==> src/rtl/maze_map_streamer.sv <==
// maze_map_streamer
//   Read-side companion to the 1-bit maze bitmap memory. A start request makes
//   the block scan the whole WIDTH x HEIGHT bitmap, one bit per cycle, over the
//   memory read port. Each row is packed into a WIDTH-bit word (bit x = mem[x][y])
//   and handed to a row consumer over a valid/ready stream.
//
// Ports
//   clk, rst_n            clock (rising edge), asynchronous active-low reset
//   start, abort          begin a scan (idle only) / cancel a running scan
//   mem_rd, mem_addr_x/y  memory read request; the address holds when not reading
//   mem_data              combinational read data from the bitmap memory
//   row_data, row_y       packed row word and its row index
//   row_valid, row_ready  stream handshake; row_last marks row HEIGHT-1
//   busy, done            scan in progress / one-cycle pulse after the final row

module maze_map_streamer #(
    parameter int WIDTH  = 16,
    parameter int HEIGHT = 16,
    parameter int ADDR_W = 4,
    parameter int ADDR_H = 4
) (
    input  logic              clk,
    input  logic              rst_n,
    input  logic              start,
    input  logic              abort,
    output logic              mem_rd,
    output logic [ADDR_W-1:0] mem_addr_x,
    output logic [ADDR_H-1:0] mem_addr_y,
    input  logic              mem_data,
    output logic [WIDTH-1:0]  row_data,
    output logic [ADDR_H-1:0] row_y,
    output logic              row_valid,
    input  logic              row_ready,
    output logic              row_last,
    output logic              busy,
    output logic              done
);

    localparam logic [ADDR_W-1:0] LAST_X = ADDR_W'(WIDTH - 1);
    localparam logic [ADDR_H-1:0] LAST_Y = ADDR_H'(HEIGHT - 1);

    typedef enum logic [1:0] {
        IDLE = 2'd0,
        FILL = 2'd1,
        SEND = 2'd2,
        DONE = 2'd3
    } state_t;

    state_t state;
    state_t state_next;

    logic [ADDR_W-1:0] x;
    logic [ADDR_H-1:0] y;
    logic [ADDR_W-1:0] hold_x;
    logic [ADDR_H-1:0] hold_y;
    logic [WIDTH-1:0]  row_word;

    // State register.
    always_ff @(posedge clk or negedge rst_n) begin
        if (!rst_n) begin
            state <= IDLE;
        end else begin
            state <= state_next;
        end
    end

    // Next-state logic. Abort only matters once a scan is running, so a start
    // and an abort arriving together in IDLE still launch a scan.
    always_comb begin
        state_next = state;
        case (state)
            IDLE: begin
                if (start) begin
                    state_next = FILL;
                end
            end
            FILL: begin
                if (abort) begin
                    state_next = IDLE;
                end else if (x == LAST_X) begin
                    state_next = SEND;
                end
            end
            SEND: begin
                if (abort) begin
                    state_next = IDLE;
                end else if (row_ready) begin
                    state_next = (y == LAST_Y) ? DONE : FILL;
                end
            end
            DONE: begin
                state_next = IDLE;
            end
            default: begin
                state_next = IDLE;
            end
        endcase
    end

    // Scan counters and the row word being assembled.
    always_ff @(posedge clk or negedge rst_n) begin
        if (!rst_n) begin
            x        <= '0;
            y        <= '0;
            row_word <= '0;
        end else begin
            case (state)
                IDLE: begin
                    if (start) begin
                        x        <= '0;
                        y        <= '0;
                        row_word <= '0;
                    end
                end
                FILL: begin
                    if (abort) begin
                        x <= '0;
                        y <= '0;
                    end else begin
                        row_word[x] <= mem_data;
                        x           <= (x == LAST_X) ? '0 : x + ADDR_W'(1);
                    end
                end
                SEND: begin
                    if (abort) begin
                        x <= '0;
                        y <= '0;
                    end else if (row_ready && (y != LAST_Y)) begin
                        y <= y + ADDR_H'(1);
                    end
                end
                DONE: begin
                    if (abort) begin
                        x <= '0;
                        y <= '0;
                    end
                end
                default: begin
                    x <= '0;
                    y <= '0;
                end
            endcase
        end
    end

    // Remember the last address driven during FILL so the memory port keeps a
    // steady address while the block is not reading.
    always_ff @(posedge clk or negedge rst_n) begin
        if (!rst_n) begin
            hold_x <= '0;
            hold_y <= '0;
        end else if (state == FILL) begin
            hold_x <= x;
            hold_y <= y;
        end
    end

    // Output decode. Everything except the row word and index follows the
    // state directly, so an asynchronous reset clears them at once.
    always_comb begin
        mem_rd     = (state == FILL);
        mem_addr_x = (state == FILL) ? x : hold_x;
        mem_addr_y = (state == FILL) ? y : hold_y;
        row_valid  = (state == SEND);
        row_last   = (state == SEND) && (y == LAST_Y);
        busy       = (state != IDLE);
        done       = (state == DONE);
        row_data   = row_word;
        row_y      = y;
    end

endmodule
==> config.mk <==
export PLATFORM = sky130hd
export DESIGN_NAME = maze_map_streamer
export DESIGN_NICKNAME = d
export VERILOG_FILES = /design/src/rtl/maze_map_streamer.sv
export SDC_FILE = /design/constraint.sdc
export NUM_CORES = 1
export LEC_CHECK = 0
export CORE_ASPECT_RATIO = 0.75
export CORE_MARGIN = 2
export CORE_UTILIZATION = 49
export CTS_CLUSTER_SIZE = 25
export DETAILED_ROUTE_END_ITERATION = 7
export PLACE_DENSITY = 0.78
export SLEW_MARGIN = 30
export SYNTH_ARGS = -nofsm -noshare
export SYNTH_HDL_FRONTEND = slang
export SYNTH_SLANG_ARGS = --single-unit
==> constraint.sdc <==
create_clock -name clk -period 1.65 [get_ports clk]
set_input_delay 0.33 -clock clk [delete_from_list [all_inputs] [get_ports clk]]
set_output_delay 0.33 -clock clk [all_outputs]
set_load 0.02 [all_outputs]
==> results_dict.tcl <==
set metrics [dict create \
    start_util 0.516 \
    ys_seq_area_frac 0.495 \
    synth_cell_types 39 \
    die_h_um 55.3 \
    slew_headroom 0.709 \
    final_cell_area_mm2 0.00236 \
    clock_path_buffers 2 \
    place_inst 275 \
    synthToLayoutAreaGrowth_pct 37.2 \
    crit_required_ns 1.32 \
    nFillCells 250 \
    critPathMaxStageDelay_ns 0.42 \
    multi_input_area_um2 830 \
    crit_path_end_kind "output pin" \
    synth_area_leader_cell "dfrtp_1" \
    ant_nets 0 \
    pin_count 39 \
    post-dp-hpwl_um 3110 \
    hold_viol 0 \
    wire_per_inst_um 15.2 \
    cts_made_buffers 5 \
    synth_cells 185 \
    intPower_mw 1.37 \
    gp_congestion 0.872 \
    slowest_stage "dfrtp_1" \
    place_area_mm2 0.00227 \
    die-area_mm2 0.00401 \
    final_cell_mix "o21ai_1 (34), dfrtp_1 (34), buf_4 (23), nand2_1 (22), clkdlybuf4s50_1 (21)" \
    insertion_delay_ns 0.28 \
    combPwrFrac 0.234 \
    run_status "finished, final reports clean" \
    clock_sinks 34 \
    nNetsFinal 253 \
    peakVddDrop_v 0.000618 \
    rsz0062_at_grt "true" \
    post_route_cells_drive_above_1_share 0.274 \
    drv_cap 0 \
    synth_edf_count 0 \
    syn_avg_cell_area_um2 9.30 \
    synth_seq_cells 34 \
    finalNonFillerCells 281 \
    synth_ff_type "dfrtp_1" \
    p_leak_nw 1.09 \
    grt_usage 0.227 \
    timing.fmax_mhz 613 \
    ctsHoldBuffers 0 \
    setup_viol 0 \
    synth.top_cells.by_area "dfrtp_1 (49%), o21ai_1 (11%), nand2_1 (5.7%)" \
    slew_viol_final 0 \
    path_class "reg2out" \
    final.period_utilization 0.989 \
    vias 1574 \
    root_buffer "clkbuf_8" \
    tightestPinTransition_ns 0.437 \
    grt_overflow 0 \
    powerDensity_mw_per_mm2 815 \
    cts_tree "done" \
    grt_max_degree 35 \
    viasPerCell 5.60 \
    first_global_vias 1468 \
    drc_errors 0 \
    first_pass_iters 4 \
    syn_area_mm2 0.00172 \
    arrival_ns 1.30 \
    hp-class "in2async" \
    synth.net_count 196 \
    clk_pin_slew_ns 0.06 \
    worst-path-max-fanout 8 \
    cts_setup_buffers 0 \
    switchingPower_mw 0.559 \
    crit_path_start_kind "flip-flop" \
    synthArstFlopShare 1.00 \
    power_frac_clock 0.307 \
    path_cells "buf_4 > or2_2 > buf_2" \
    portBuffers 38 \
    p_sw_frac 0.291 \
    drt_iter0_drc 115 \
    antenna_found_initial 0 \
    rows 18 \
    yosys_warnings 0 \
    seqPwrFrac 0.459 \
    fin_worst_skew_ns 0.00303 \
    synth_top_area_share 0.495 \
    die_x_um 72.4 \
    wirelength_um 4280 \
    min_period_ns 1.63 \
    seqCellArea_um2 851 \
    diodes 0 \
    grt_first_pass_wirelength_um 7070 \
    h-tree-depth 2 \
    placeableCoreArea_mm2 0.00333 \
]
## Yosys cell counts, types with 3 or more instances
cell	count
nand2b_1	5
ha_1	5
nand2_2	4
nand2_1	26
nor2_1	3
buf_2	3
clkbuf_1	3
a21oi_1	13
nor2b_1	3
inv_1	4
a31oi_1	5
inv_2	3
o21ai_1	39
dfrtp_1	34
nand3_1	3
## final cells by class
class | count | area share
Multi-Input combinational cell | 135 | 0.351
Tap cell | 40 | 0.0212
Sequential cell | 34 | 0.360
Inverter | 7 | 0.0122
Clock buffer | 6 | 0.0350
Timing Repair Buffer | 59 | 0.220
## routing by layer
layer,up-vias,global-route usage,share of wire
li1,772,-,-
met1,737,0.357,0.50
met2,63,0.311,0.43
met3,2,0.0511,0.062
met4,0,0.0661,0.0077
met5,-,0,0
## power groups by stage
stage | clock [mW] | combinational (mW) | sequential (mW)
6_report | 0.591 | 0.450 | 0.884
5_1_grt | 0.632 | 0.490 | 0.888
4_1_cts | 0.604 | 0.441 | 0.884
3_5_place_dp | 0 | 0.450 | 0.898
3_3_place_gp | 0 | 0.435 | 0.898
2_1_floorplan | 0 | 0.246 | 0.914
## logic make-up after synthesis
kind of cell,after synthesis,share of synthesized area
simple gates,57,0.181
flops,34,0.495
compound gates,73,0.242
buf+inv,16,0.0458
fa+ha+maj,5,0.0364
## state kept, by name, summed over array words and instances, names as in the netlist
name / flops
state: 2
x: 4
hold_y: 4
row_y: 4
hold_x: 4
row_data: 16
## timing repair
item                       in CTS  in global routing
resized for setup              57                 19
setup endpoints to repair      16                 16
pin swaps                       0                  1
## worst max-delay path, delay by kind of cell (launching register included)
| family | cells | cell delay [ns] |
|---|---|---|
| buffers and inverters | 2 | 0.34 |
| flip-flops | 1 | 0.42 |
| AND/OR/NAND/NOR | 1 | 0.27 |
## final timing paths
check,startpoint,to,slack [ns],depth (start not counted)
setup / recovery,state[0],busy,0.02,3
hold / removal,rst_n,state[0],0.46,2
setup reg to reg,state[0],row_data[7],0.08,7
hold reg to reg,hold_x[1],hold_x[1],0.49,2
max in group asynchronous,rst_n,row_data[15],0.88,2
min in group clk,hold_x[1],hold_x[1],0.49,2
## metrics by stage
stage / total power, mW / utilization / hold WS [ns] / setup TNS (ns) / worst slack (ns)
finish: 1.93 / 0.708 / 0.459 / 0 / 0.0177
global route: 2.01 / 0.708 / 0.515 / -0.0251 / -0.0140
CTS: 1.93 / 0.694 / 0.473 / 0 / 0.00963
detailed placement: 1.35 / 0.682 / 0.461 / -1.32 / -0.135
global placement: 1.33 / 0.682 / 0.459 / -0.635 / -0.0690
floorplan: 1.16 / - / 0.0344 / 0 / 0.0296
Power figures use the tool's default switching activity.
